--- src/rtl/tile_round_controller.sv ---
`timescale 1ns/1ps
// Tile-matching round sequencer: switch edge detection, two-tile reveal with blink,
// match resolution and all-matched detection for one game on the DE1-SoC.
module tile_round_controller #(
  parameter int          SHOW_CYCLES  = 25000000,
  parameter int          BLINK_CYCLES = 6250000,
  parameter logic [29:0] TILE_COLORS  = 30'h2D2E28D1
) (
  input  logic       CLOCK_50,
  input  logic       resetn,
  input  logic       start,
  input  logic       quit,
  input  logic [9:0] SW,
  output logic [9:0] LEDR,
  output logic [3:0] hex_a,
  output logic [3:0] hex_b,
  output logic [7:0] move_count,
  output logic       all_matched,
  output logic [2:0] game_state
);

  // start and quit are single-cycle strobes from the mode FSM; there is no ready
  // back-pressure, a strobe is consumed in the cycle it is high or dropped.

  localparam int SHW_W = $clog2(SHOW_CYCLES + 1);
  localparam int BLK_W = $clog2(BLINK_CYCLES + 1);
  localparam logic [SHW_W-1:0] SHOW_LOAD  = SHW_W'(SHOW_CYCLES - 1);
  localparam logic [BLK_W-1:0] BLINK_LOAD = BLK_W'(BLINK_CYCLES - 1);

  typedef enum logic [2:0] {
    S_IDLE    = 3'd0,
    S_PICK1   = 3'd1,
    S_PICK2   = 3'd2,
    S_SHOW    = 3'd3,
    S_RESOLVE = 3'd4,
    S_DONE    = 3'd5
  } state_t;

  state_t            state_q, state_d;
  logic [9:0]        sync1_q, sync1_d;
  logic [9:0]        sync2_q, sync2_d;
  logic [9:0]        prev_q, prev_d;
  logic [9:0]        matched_q, matched_d;
  logic [9:0]        revealed_q, revealed_d;
  logic [3:0]        idx1_q, idx1_d;
  logic [3:0]        idx2_q, idx2_d;
  logic [3:0]        hex_a_q, hex_a_d;
  logic [3:0]        hex_b_q, hex_b_d;
  logic [7:0]        move_count_q, move_count_d;
  logic [SHW_W-1:0]  show_cnt_q, show_cnt_d;
  logic [BLK_W-1:0]  blink_cnt_q, blink_cnt_d;
  logic              vis_q, vis_d;

  logic [9:0]        sel;
  logic              sel_any;
  logic [3:0]        sel_idx;
  logic              pair_match;
  logic [9:0]        matched_next;

  function automatic logic [3:0] tile_color(input logic [3:0] idx);
    logic [3:0] c;
    c = 4'h0;
    for (int k = 0; k < 10; k++) begin
      if (idx == 4'(k)) c = {1'b0, TILE_COLORS[3*k +: 3]};
    end
    return c;
  endfunction

  assign sel = sync2_q & ~prev_q & ~matched_q & ~revealed_q;

  // Lowest index wins; the other simultaneous edges are lost on purpose.
  always_comb begin
    sel_any = 1'b0;
    sel_idx = 4'd0;
    for (int i = 9; i >= 0; i--) begin
      if (sel[i]) begin
        sel_any = 1'b1;
        sel_idx = 4'(i);
      end
    end
  end

  always_comb begin
    pair_match   = (tile_color(idx1_q) == tile_color(idx2_q));
    matched_next = matched_q;
    if (pair_match) matched_next = matched_q | (10'd1 << idx1_q) | (10'd1 << idx2_q);
  end

  always_comb begin
    state_d      = state_q;
    sync1_d      = SW;
    sync2_d      = sync1_q;
    prev_d       = sync2_q;
    matched_d    = matched_q;
    revealed_d   = revealed_q;
    idx1_d       = idx1_q;
    idx2_d       = idx2_q;
    hex_a_d      = hex_a_q;
    hex_b_d      = hex_b_q;
    move_count_d = move_count_q;
    show_cnt_d   = show_cnt_q;
    blink_cnt_d  = blink_cnt_q;
    vis_d        = vis_q;

    if (quit && (state_q != S_IDLE)) begin
      state_d    = S_IDLE;
      matched_d  = 10'd0;
      revealed_d = 10'd0;
      hex_a_d    = 4'hF;
      hex_b_d    = 4'hF;
    end else begin
      case (state_q)
        S_IDLE, S_DONE: begin
          if (start) begin
            state_d      = S_PICK1;
            matched_d    = 10'd0;
            revealed_d   = 10'd0;
            move_count_d = 8'd0;
            hex_a_d      = 4'hF;
            hex_b_d      = 4'hF;
          end
        end
        S_PICK1: begin
          if (sel_any) begin
            revealed_d = revealed_q | (10'd1 << sel_idx);
            idx1_d     = sel_idx;
            hex_a_d    = tile_color(sel_idx);
            state_d    = S_PICK2;
          end
        end
        S_PICK2: begin
          if (sel_any) begin
            revealed_d  = revealed_q | (10'd1 << sel_idx);
            idx2_d      = sel_idx;
            hex_b_d     = tile_color(sel_idx);
            if (move_count_q != 8'hFF) move_count_d = move_count_q + 8'd1;
            show_cnt_d  = SHOW_LOAD;
            blink_cnt_d = BLINK_LOAD;
            vis_d       = 1'b1;
            state_d     = S_SHOW;
          end
        end
        S_SHOW: begin
          if (show_cnt_q == '0) state_d = S_RESOLVE;
          else show_cnt_d = show_cnt_q - 1'b1;
          if (blink_cnt_q == '0) begin
            blink_cnt_d = BLINK_LOAD;
            vis_d       = ~vis_q;
          end else begin
            blink_cnt_d = blink_cnt_q - 1'b1;
          end
        end
        S_RESOLVE: begin
          matched_d  = matched_next;
          revealed_d = 10'd0;
          hex_a_d    = 4'hF;
          hex_b_d    = 4'hF;
          state_d    = (matched_next == 10'h3FF) ? S_DONE : S_PICK1;
        end
        default: state_d = S_IDLE;
      endcase
    end
  end

  always_ff @(posedge CLOCK_50) begin
    if (!resetn) begin
      state_q      <= S_IDLE;
      sync1_q      <= 10'd0;
      sync2_q      <= 10'd0;
      prev_q       <= 10'd0;
      matched_q    <= 10'd0;
      revealed_q   <= 10'd0;
      idx1_q       <= 4'd0;
      idx2_q       <= 4'd0;
      hex_a_q      <= 4'hF;
      hex_b_q      <= 4'hF;
      move_count_q <= 8'd0;
      show_cnt_q   <= '0;
      blink_cnt_q  <= '0;
      vis_q        <= 1'b0;
    end else begin
      state_q      <= state_d;
      sync1_q      <= sync1_d;
      sync2_q      <= sync2_d;
      prev_q       <= prev_d;
      matched_q    <= matched_d;
      revealed_q   <= revealed_d;
      idx1_q       <= idx1_d;
      idx2_q       <= idx2_d;
      hex_a_q      <= hex_a_d;
      hex_b_q      <= hex_b_d;
      move_count_q <= move_count_d;
      show_cnt_q   <= show_cnt_d;
      blink_cnt_q  <= blink_cnt_d;
      vis_q        <= vis_d;
    end
  end

  // Blanking during the reveal is applied at the output so the stored colors survive.
  assign hex_a       = (state_q == S_SHOW && !vis_q) ? 4'hF : hex_a_q;
  assign hex_b       = (state_q == S_SHOW && !vis_q) ? 4'hF : hex_b_q;
  assign LEDR        = (state_q == S_DONE) ? 10'h3FF : (matched_q | revealed_q);
  assign move_count  = move_count_q;
  assign all_matched = (state_q == S_DONE);
  assign game_state  = state_q;

endmodule

--- config.mk ---
export PLATFORM = sky130hd
export DESIGN_NAME = tile_round_controller
export DESIGN_NICKNAME = d
export VERILOG_FILES = /design/src/rtl/tile_round_controller.sv
export SDC_FILE = /design/constraint.sdc
export NUM_CORES = 1
export LEC_CHECK = 0
export BUFFER_PORTS_ARGS = -buffer_cell sky130_fd_sc_hd__buf_2
export CAP_MARGIN = 5
export CORE_MARGIN = 1.5
export CORE_UTILIZATION = 60
export CTS_BUF_LIST = sky130_fd_sc_hd__clkbuf_4 sky130_fd_sc_hd__clkbuf_8
export DETAILED_ROUTE_END_ITERATION = 6
export PLACE_DENSITY = 0.8
export SLEW_MARGIN = 25
export SYNTH_ARGS = -nofsm -noshare
export SYNTH_HDL_FRONTEND = slang
export SYNTH_SLANG_ARGS = --single-unit
export TNS_END_PERCENT = 5
--- constraint.sdc ---
create_clock -name CLOCK_50 -period 3.5 [get_ports CLOCK_50]
set_clock_uncertainty 0.1 [all_clocks]
set_input_delay 0.175 -clock CLOCK_50 [delete_from_list [all_inputs] [get_ports CLOCK_50]]
set_output_delay 0.175 -clock CLOCK_50 [all_outputs]
set_load 0.02 [all_outputs]
==> flow_results.xml, run 1 <==
<?xml version="1.0" encoding="UTF-8"?>
<metrics>
  <group name="timing">
    <metric name="worst_slew_slack_as_a_fraction_of_its_limit" unit="%">48.2</metric>
    <metric name="period_share" unit="%">85.7</metric>
    <metric name="tightestPinTransition" unit="ns">0.771</metric>
    <metric name="rsz0062_at_grt" unit="">false</metric>
    <metric name="final-max-slew-violation-count" unit="">0</metric>
    <metric name="setup_violations" unit="">0</metric>
    <metric name="post-route-min-period" unit="ns">3.00</metric>
    <metric name="timing.setup.tns" unit="ns">0</metric>
    <metric name="timing.fmax" unit="MHz">334</metric>
    <metric name="report.final.hold_viol_count" unit="">0</metric>
    <metric name="post-route-worst-setup-slack" unit="ns">0.502</metric>
  </group>
  <group name="clock_network">
    <metric name="cts-root-to-sink-buffers" unit="">2</metric>
    <metric name="cts_tree" unit="">built</metric>
    <metric name="postCtsSetupBuffers" unit="">0</metric>
    <metric name="clkSlewWorstSetupHoldPaths" unit="ns">0.07</metric>
    <metric name="total_clock_buffers_created_by_cts" unit="">17</metric>
    <metric name="cts-htree-levels" unit="">4</metric>
    <metric name="clkSinkCount" unit="">126</metric>
    <metric name="clk_root_buffer_cell" unit="">clkbuf_8</metric>
    <metric name="clkLatencyLatePin" unit="ns">0.44</metric>
  </group>
  <group name="placement">
    <metric name="pre_cts_ws" unit="ns">0.635</metric>
    <metric name="post-dp-hpwl" unit="um">9620</metric>
    <metric name="gp_routability_congestion" unit="">0.880</metric>
    <metric name="portBuffers" unit="">43</metric>
  </group>
  <group name="cells_and_area">
    <metric name="antenna_cells" unit="">0</metric>
    <metric name="area_growth_syn_to_layout" unit="%">14.2</metric>
    <metric name="nets" unit="">754</metric>
    <metric name="drive_gt1_share" unit="%">16.5</metric>
    <metric name="final-seq-area" unit="um2">2520</metric>
    <metric name="multiInputGateArea" unit="um2">3220</metric>
    <metric name="final_util" unit="%">69.9</metric>
    <metric name="fillers" unit="">771</metric>
  </group>
  <group name="synthesis">
    <metric name="synth_top_area_share" unit="%">42.6</metric>
    <metric name="async_reset_ff_share" unit="%">0</metric>
    <metric name="syn_area" unit="um2">5930</metric>
    <metric name="mappedNetlistNets" unit="">705</metric>
    <metric name="synth_common_cells" unit="">dfxtp_1 (126), nor2_1 (82), nand2_1 (59), a21oi_1 (47), and2_1 (37)</metric>
    <metric name="post_synth_main_area_contributors" unit="">dfxtp_1 (43%), nor2_1 (5.2%), xor2_1 (4.1%), a21oi_1 (4.0%), and2_1 (3.9%)</metric>
    <metric name="ys_dominant_reg_cell" unit="">dfxtp_1</metric>
    <metric name="postSynthCellCount" unit="">688</metric>
    <metric name="synth_largest_area_cell" unit="">dfxtp_1</metric>
    <metric name="post_synth.cell_area_avg" unit="um2">8.61</metric>
    <metric name="post_synth_num_cell_types" unit="">72</metric>
    <metric name="synth-seq-area-share" unit="%">42.6</metric>
    <metric name="ys_seq_elements" unit="">126</metric>
    <metric name="synth-edff-count" unit="">0</metric>
    <metric name="yosysWarnings" unit="">0</metric>
    <metric name="cell_with_the_most_instances_after_synthesis" unit="">dfxtp_1</metric>
  </group>
  <group name="route">
    <metric name="wl_per_cell" unit="um">15.6</metric>
    <metric name="post_drt_via_cell_ratio" unit="">5.86</metric>
    <metric name="detail_route.iter0.violations" unit="">309</metric>
    <metric name="via_count" unit="">5175</metric>
    <metric name="totalWireLength" unit="um">13800</metric>
    <metric name="detailedRoute.firstPassIterationCount" unit="">7</metric>
    <metric name="drc" unit="">0</metric>
    <metric name="number_of_nets_still_failing_antenna_checks_after_routing" unit="">0</metric>
  </group>
  <group name="floorplanning">
    <metric name="floorplan.initialDensity" unit="%">61.2</metric>
    <metric name="fp.dieArea" unit="um2">10500</metric>
    <metric name="floorplan.io_pins" unit="">44</metric>
    <metric name="rows" unit="">36</metric>
    <metric name="die_h" unit="um">102</metric>
    <metric name="die_width" unit="um">102</metric>
    <metric name="core-area" unit="um2">9680</metric>
  </group>
  <group name="worst_setup_path">
    <metric name="r2r_setup_slack" unit="ns">0.63</metric>
    <metric name="crit_arrival" unit="ns">2.72</metric>
    <metric name="cp-start-kind" unit="">register</metric>
    <metric name="path_cells" unit="">clkinv_1 -&gt; nor3_1 -&gt; or2_2 -&gt; buf_2</metric>
    <metric name="critPathKind" unit="">reg2out</metric>
    <metric name="critPathSlowestCell" unit="">nor3_1</metric>
    <metric name="critical-path-top-delay-family" unit="">simple AND/OR/NAND/NOR gates</metric>
    <metric name="critPathMaxStageDelay" unit="ns">0.75</metric>
    <metric name="cp_max_fo" unit="">16</metric>
    <metric name="required" unit="ns">3.22</metric>
    <metric name="cp-end-kind" unit="">output pin</metric>
    <metric name="worst-path-buf-inv" unit="">2</metric>
  </group>
  <group name="min_path">
    <metric name="hold_path.class" unit="">in2reg</metric>
  </group>
  <group name="global_routing">
    <metric name="globalRouteOverflowTotal" unit="">0</metric>
    <metric name="grt_pass1_wl" unit="um">22600</metric>
    <metric name="all_layer_gr_usage" unit="%">27.7</metric>
    <metric name="grt_pass1_vias" unit="">4843</metric>
    <metric name="grt_max_degree" unit="">35</metric>
    <metric name="antenna_found_initial" unit="">0</metric>
  </group>
  <group name="pwr">
    <metric name="power_per_standard_cell_area" unit="nW/um2">724</metric>
    <metric name="ir_worst_vdd" unit="mV">0.390</metric>
    <metric name="leakagePower" unit="nW">2.64</metric>
    <metric name="post-layout-total-power" unit="mW">4.90</metric>
  </group>
  <group name="status">
    <metric name="result_of_the_run" unit="">complete, no violations</metric>
  </group>
  <group name="run">
    <metric name="max-cap-violations" unit="">0</metric>
  </group>
</metrics>
area by class of cell:
cell class | count | area share, %
clock buffer | 17 | 3.46
clock inverter | 15 | 3.09
sequential | 126 | 37.3
inverter | 13 | 0.721
timing repair buffer | 60 | 5.47
multi-input combinational | 519 | 47.6
tap | 133 | 2.46
metrics by stage:
| stage | cell area (um2) | hold slack [ns] | cells |
|---|---|---|---|
| 5_1_grt | 6770 | 0.158 | 883 |
| 4_1_cts | 6770 | 0.0975 | 883 |
| 6_report | 6770 | 0.112 | 883 |
| 3_3_place_gp | 6220 | 0.279 | 840 |
| 2_1_floorplan | 5930 | 0.202 | 688 |
| 3_5_place_dp | 6220 | 0.284 | 840 |
report_power, final:
group          internal [mW]  switching, mW  leakage (nW)
clock network          0.787          0.626         0.214
registers               1.62          0.193          1.02
logic                  0.650           1.03          1.40
cell families (layout without fill, tap and decap cells):
family / after synthesis / after routing / synth area share (%)
AOI/OAI and AO/OA: 145 / 145 / 15.9
DFF: 126 / 126 / 42.6
adders and majority gates: 3 / 3 / 0.633
muxes: 6 / 6 / 1.03
and+or+nand+nor: 318 / 318 / 29.8
buffers and inverters: 43 / 105 / 3.12
xor gates and xnor gates: 47 / 47 / 6.95
sequential cells by signal, summed over array words and instances (netlist names), 3 cells and up:
signal and cells:
show_cnt_q 25, hex_a_q 4, move_count 8, sync1_q 10, hex_b_q 4, idx2_q 4
idx1_q 4, matched_q 10, blink_cnt_q 23, prev_q 10, revealed_q 10, prev_d 10
game_state 3
metal layers:
metal | GRT usage, % | part of all wire [%] | up-vias
met5 | 0 | 0 | -
met4 | 9.38 | 1.3 | 0
met3 | 6.43 | 7.0 | 19
met2 | 45.3 | 48 | 187
met1 | 36.3 | 44 | 2432
li1 | - | - | 2537
worst reg2reg max path: cells and delay by family, from the launching register on:
family	cells	cell delay, ns
xor gates and xnor gates	1	0.14
DFF	1	0.44
and+or+nand+nor	4	1.45
buffers and inverters	1	0.06
AOI/OAI and AO/OA	2	0.54
repair_timing:
| item | in CTS | in global routing |
|---|---|---|
| gates resized for setup | 0 | 0 |
| hold endpoints to repair | 11 | 0 |
| hold buffers | 11 | 0 |
cell usage in the layout, fill, tap and decap left out, drive strengths merged, types with 3 or more instances in the layout:
cell         netlist  routed
dfxtp            126     126
nor2              83      83
nand2             62      62
a21oi             52      52
buf               15      49
and2              37      37
xor2              28      28
a31oi             22      22
o21ai             21      21
xnor2             19      19
nor3              19      19
clkbuf            15      17
inv               11      17
or2               15      15
or3               13      13
nand2b            13      13
nor4              12      12
dlygate4sd3        0      11
nand3             10      10
nor2b              9       9
a22oi              9       9
o22ai              8       8
nor4b              8       8
or4                7       7
mux2i              5       5
nand3b             5       5
nand4              5       5
and3               5       5
o31ai              4       4
bufinv             0       4
a2111oi            4       4
clkinv             2       4
nor3b              3       3
a211oi             3       3
and3b              3       3
or4b               3       3
o21bai             3       3
a21o               3       3
ha                 3       3
clkinvlp           0       3
worst paths after layout:
path | start | to | cells after the start
setup / recovery | game_state[0]$_SDFFE_PP0P_ | hex_a[2] | 4
hold / removal | resetn | blink_cnt_q[1]$_SDFFE_PN0P_ | 3
setup reg to reg | matched_q[1]$_SDFFE_PP0P_ | blink_cnt_q[20]$_SDFFE_PN0P_ | 8
hold reg to reg | sync1_q[7]$_SDFF_PN0_ | prev_d[7]$_SDFF_PN0_ | 1
(Power assumes the default switching activity.)
==> inputs of run 2 (changes only) <==
--- a/config.mk
+++ b/config.mk
@@ -12,6 +12,7 @@
 export CTS_BUF_LIST = sky130_fd_sc_hd__clkbuf_4 sky130_fd_sc_hd__clkbuf_8
 export DETAILED_ROUTE_END_ITERATION = 6
 export PLACE_DENSITY = 0.8
+export RECOVER_POWER = 100
 export SLEW_MARGIN = 25
 export SYNTH_ARGS = -nofsm -noshare
 export SYNTH_HDL_FRONTEND = slang
==> flow_results.xml, run 2 (synthesis results as in run 1) <==
<?xml version="1.0" encoding="UTF-8"?>
<metrics>
  <group name="route">
    <metric name="post_drt_via_cell_ratio" unit="">5.85</metric>
    <metric name="drc" unit="">0</metric>
    <metric name="detailedRoute.firstPassIterationCount" unit="">5</metric>
    <metric name="detail_route.iter0.violations" unit="">372</metric>
    <metric name="totalWireLength" unit="um">13900</metric>
    <metric name="wl_per_cell" unit="um">15.7</metric>
    <metric name="via_count" unit="">5164</metric>
    <metric name="number_of_nets_still_failing_antenna_checks_after_routing" unit="">0</metric>
  </group>
  <group name="status">
    <metric name="result_of_the_run" unit="">complete, no violations</metric>
  </group>
  <group name="placement">
    <metric name="pre_cts_ws" unit="ns">0.635</metric>
    <metric name="portBuffers" unit="">43</metric>
    <metric name="post-place-cells" unit="">840</metric>
    <metric name="post-dp-hpwl" unit="um">9620</metric>
    <metric name="dpl_cell_area" unit="um2">6220</metric>
    <metric name="gp_routability_congestion" unit="">0.880</metric>
  </group>
  <group name="floorplanning">
    <metric name="die_width" unit="um">102</metric>
    <metric name="die_h" unit="um">102</metric>
    <metric name="floorplan.initialDensity" unit="%">61.2</metric>
    <metric name="rows" unit="">36</metric>
    <metric name="fp.dieArea" unit="um2">10500</metric>
    <metric name="floorplan.io_pins" unit="">44</metric>
    <metric name="core-area" unit="um2">9680</metric>
  </group>
  <group name="worst_setup_path">
    <metric name="r2r.worst_path.cells" unit="">6</metric>
    <metric name="required" unit="ns">3.72</metric>
    <metric name="cp_max_fo" unit="">4</metric>
    <metric name="path_cells" unit="">or4_1 -&gt; or4_4 -&gt; nor4_1 -&gt; nand3_1 -&gt; o211a_1 -&gt; a2111oi_0</metric>
    <metric name="r2r_start" unit="">show_cnt_q[15]$_SDFFE_PN0P_</metric>
    <metric name="critPathSlowestCell" unit="">or4_1</metric>
    <metric name="critical-path-top-delay-family" unit="">simple AND/OR/NAND/NOR gates</metric>
    <metric name="critPathMaxStageDelay" unit="ns">0.59</metric>
    <metric name="cp-start-kind" unit="">register</metric>
    <metric name="crit_arrival" unit="ns">3.35</metric>
    <metric name="cp-end-kind" unit="">register</metric>
    <metric name="worst-path-buf-inv" unit="">0</metric>
    <metric name="r2r_setup_slack" unit="ns">0.37</metric>
    <metric name="r2r-end" unit="">game_state[2]$_SDFFE_PP0P_</metric>
    <metric name="critPathKind" unit="">reg2reg</metric>
  </group>
  <group name="pwr">
    <metric name="ir_worst_vdd" unit="mV">0.389</metric>
    <metric name="post-layout-total-power" unit="mW">4.82</metric>
    <metric name="power_per_standard_cell_area" unit="nW/um2">724</metric>
    <metric name="leakagePower" unit="nW">2.50</metric>
  </group>
  <group name="cells_and_area">
    <metric name="most-common-layout-cells" unit="">dfxtp_1 (126), nor2_1 (83), nand2_1 (60)</metric>
    <metric name="drive_gt1_share" unit="%">10.4</metric>
    <metric name="final-seq-area" unit="um2">2520</metric>
    <metric name="largest_reg_flops" unit="">25</metric>
    <metric name="registers.top_by_ff_count" unit="">show_cnt_q</metric>
    <metric name="non_filler_instance_count_after_layout" unit="">883</metric>
    <metric name="multiInputGateArea" unit="um2">3140</metric>
    <metric name="fillers" unit="">807</metric>
    <metric name="reg_top3" unit="">show_cnt_q: 25 flops, blink_cnt_q: 23 flops</metric>
    <metric name="antenna_cells" unit="">0</metric>
    <metric name="nets" unit="">754</metric>
    <metric name="final_cell_area" unit="um2">6650</metric>
    <metric name="final_common_cell" unit="">dfxtp_1</metric>
    <metric name="final_util" unit="%">68.7</metric>
    <metric name="area_growth_syn_to_layout" unit="%">12.2</metric>
  </group>
  <group name="timing">
    <metric name="worst_slew_slack_as_a_fraction_of_its_limit" unit="%">31.7</metric>
    <metric name="post-route-min-period" unit="ns">3.13</metric>
    <metric name="post-route-worst-setup-slack" unit="ns">0.370</metric>
    <metric name="finalHoldWorstSlack" unit="ns">0.147</metric>
    <metric name="tightestPinTransition" unit="ns">1.03</metric>
    <metric name="period_share" unit="%">89.4</metric>
    <metric name="timing.setup.tns" unit="ns">0</metric>
    <metric name="timing.fmax" unit="MHz">319</metric>
    <metric name="rsz0062_at_grt" unit="">false</metric>
    <metric name="final-max-slew-violation-count" unit="">0</metric>
    <metric name="report.final.hold_viol_count" unit="">0</metric>
    <metric name="setup_violations" unit="">0</metric>
  </group>
  <group name="min_path">
    <metric name="hold_path.class" unit="">in2reg</metric>
    <metric name="holdCritStartpoint" unit="">quit</metric>
    <metric name="min_delay_path_depth" unit="">3</metric>
    <metric name="hold-path-endpoint" unit="">blink_cnt_q[1]$_SDFFE_PN0P_</metric>
  </group>
  <group name="clock_network">
    <metric name="cts_tree" unit="">built</metric>
    <metric name="clk_root_buffer_cell" unit="">clkbuf_8</metric>
    <metric name="clkLatencyLatePin" unit="ns">0.44</metric>
    <metric name="post_cts_resize_count" unit="">0</metric>
    <metric name="cts-root-to-sink-buffers" unit="">2</metric>
    <metric name="total_clock_buffers_created_by_cts" unit="">17</metric>
    <metric name="clkSlewWorstSetupHoldPaths" unit="ns">0.08</metric>
    <metric name="clkSinkCount" unit="">126</metric>
    <metric name="postCtsSetupBuffers" unit="">0</metric>
    <metric name="cts-htree-levels" unit="">4</metric>
  </group>
  <group name="run">
    <metric name="max-cap-violations" unit="">0</metric>
  </group>
  <group name="global_routing">
    <metric name="grt_pass1_wl" unit="um">22600</metric>
    <metric name="grt_max_degree" unit="">35</metric>
    <metric name="antenna_found_initial" unit="">0</metric>
    <metric name="grt_pass1_vias" unit="">4843</metric>
    <metric name="all_layer_gr_usage" unit="%">27.7</metric>
    <metric name="globalRouteOverflowTotal" unit="">0</metric>
  </group>
</metrics>
run 2: changes by cell type in the layout (fill, tap and decap cells not counted), moves of 2 or more:
cell      before  now
buf_2         43   12
clkbuf_1       0   32
a21oi_2        5    1
and2_1        37   25
nor4_4         2    0
and2_0         0   12
nor4_1         9   11
a21oi_1       47   51
run 2: routing by layer:
| layer | global-route usage, % | vias to the layer above | part of all wire, % | wire, um |
|---|---|---|---|---|
| li1 | - | 2530 | - | - |
| met1 | 36.3 | 2450 | 45 | 6270 |
| met2 | 45.3 | 165 | 48 | 6650 |
| met3 | 6.43 | 19 | 5.4 | 744 |
| met4 | 9.38 | 0 | 1.5 | 212 |
| met5 | 0 | - | 0 | 0 |
run 2: final cells by class:
cell class | count | area share, %
Inverter | 13 | 0.733
Clock buffer | 17 | 3.52
Timing Repair Buffer | 60 | 4.93
Multi-Input combinational cell | 519 | 47.3
Sequential cell | 126 | 37.9
Tap cell | 133 | 2.50
Clock inverter | 15 | 3.14
run 2: how the worst max path moves through the flow:
stage | end | slack [ns] | cells past startpoint | startpoint
2_1_floorplan | game_state[2]$_SDFFE_PP0P_ | 0.97 | 10 | idx2_q[0]$_SDFFE_PN0P_
6_report | game_state[2]$_SDFFE_PP0P_ | 0.37 | 6 | show_cnt_q[15]$_SDFFE_PN0P_
3_3_place_gp | blink_cnt_q[20]$_SDFFE_PN0P_ | 0.74 | 8 | matched_q[0]$_SDFFE_PP0P_
5_1_grt | show_cnt_q[21]$_SDFFE_PN0P_ | 0.18 | 8 | show_cnt_q[15]$_SDFFE_PN0P_
3_5_place_dp | blink_cnt_q[20]$_SDFFE_PN0P_ | 0.63 | 8 | matched_q[0]$_SDFFE_PP0P_
4_1_cts | hex_a[2] | 0.51 | 4 | game_state[0]$_SDFFE_PP0P_
run 2: timing repair:
item	4_1_cts	5_1_grt
hold endpoints to repair	11	0
hold buffers	11	0
setup endpoints to repair	0	0
run 2: worst reg2reg max path, delay by kind of cell (launching register included):
| family | cells | cell delay [ns] |
|---|---|---|
| AO/OA/AOI/OAI | 2 | 0.68 |
| flip-flops | 1 | 0.35 |
| AND/OR/NAND/NOR | 4 | 1.89 |
run 2: where the power goes:
| group | switching (mW) | internal (mW) |
|---|---|---|
| sequential | 0.189 | 1.62 |
| clock | 0.626 | 0.787 |
| combinational | 1.00 | 0.595 |
| total | 1.82 | 3.00 |
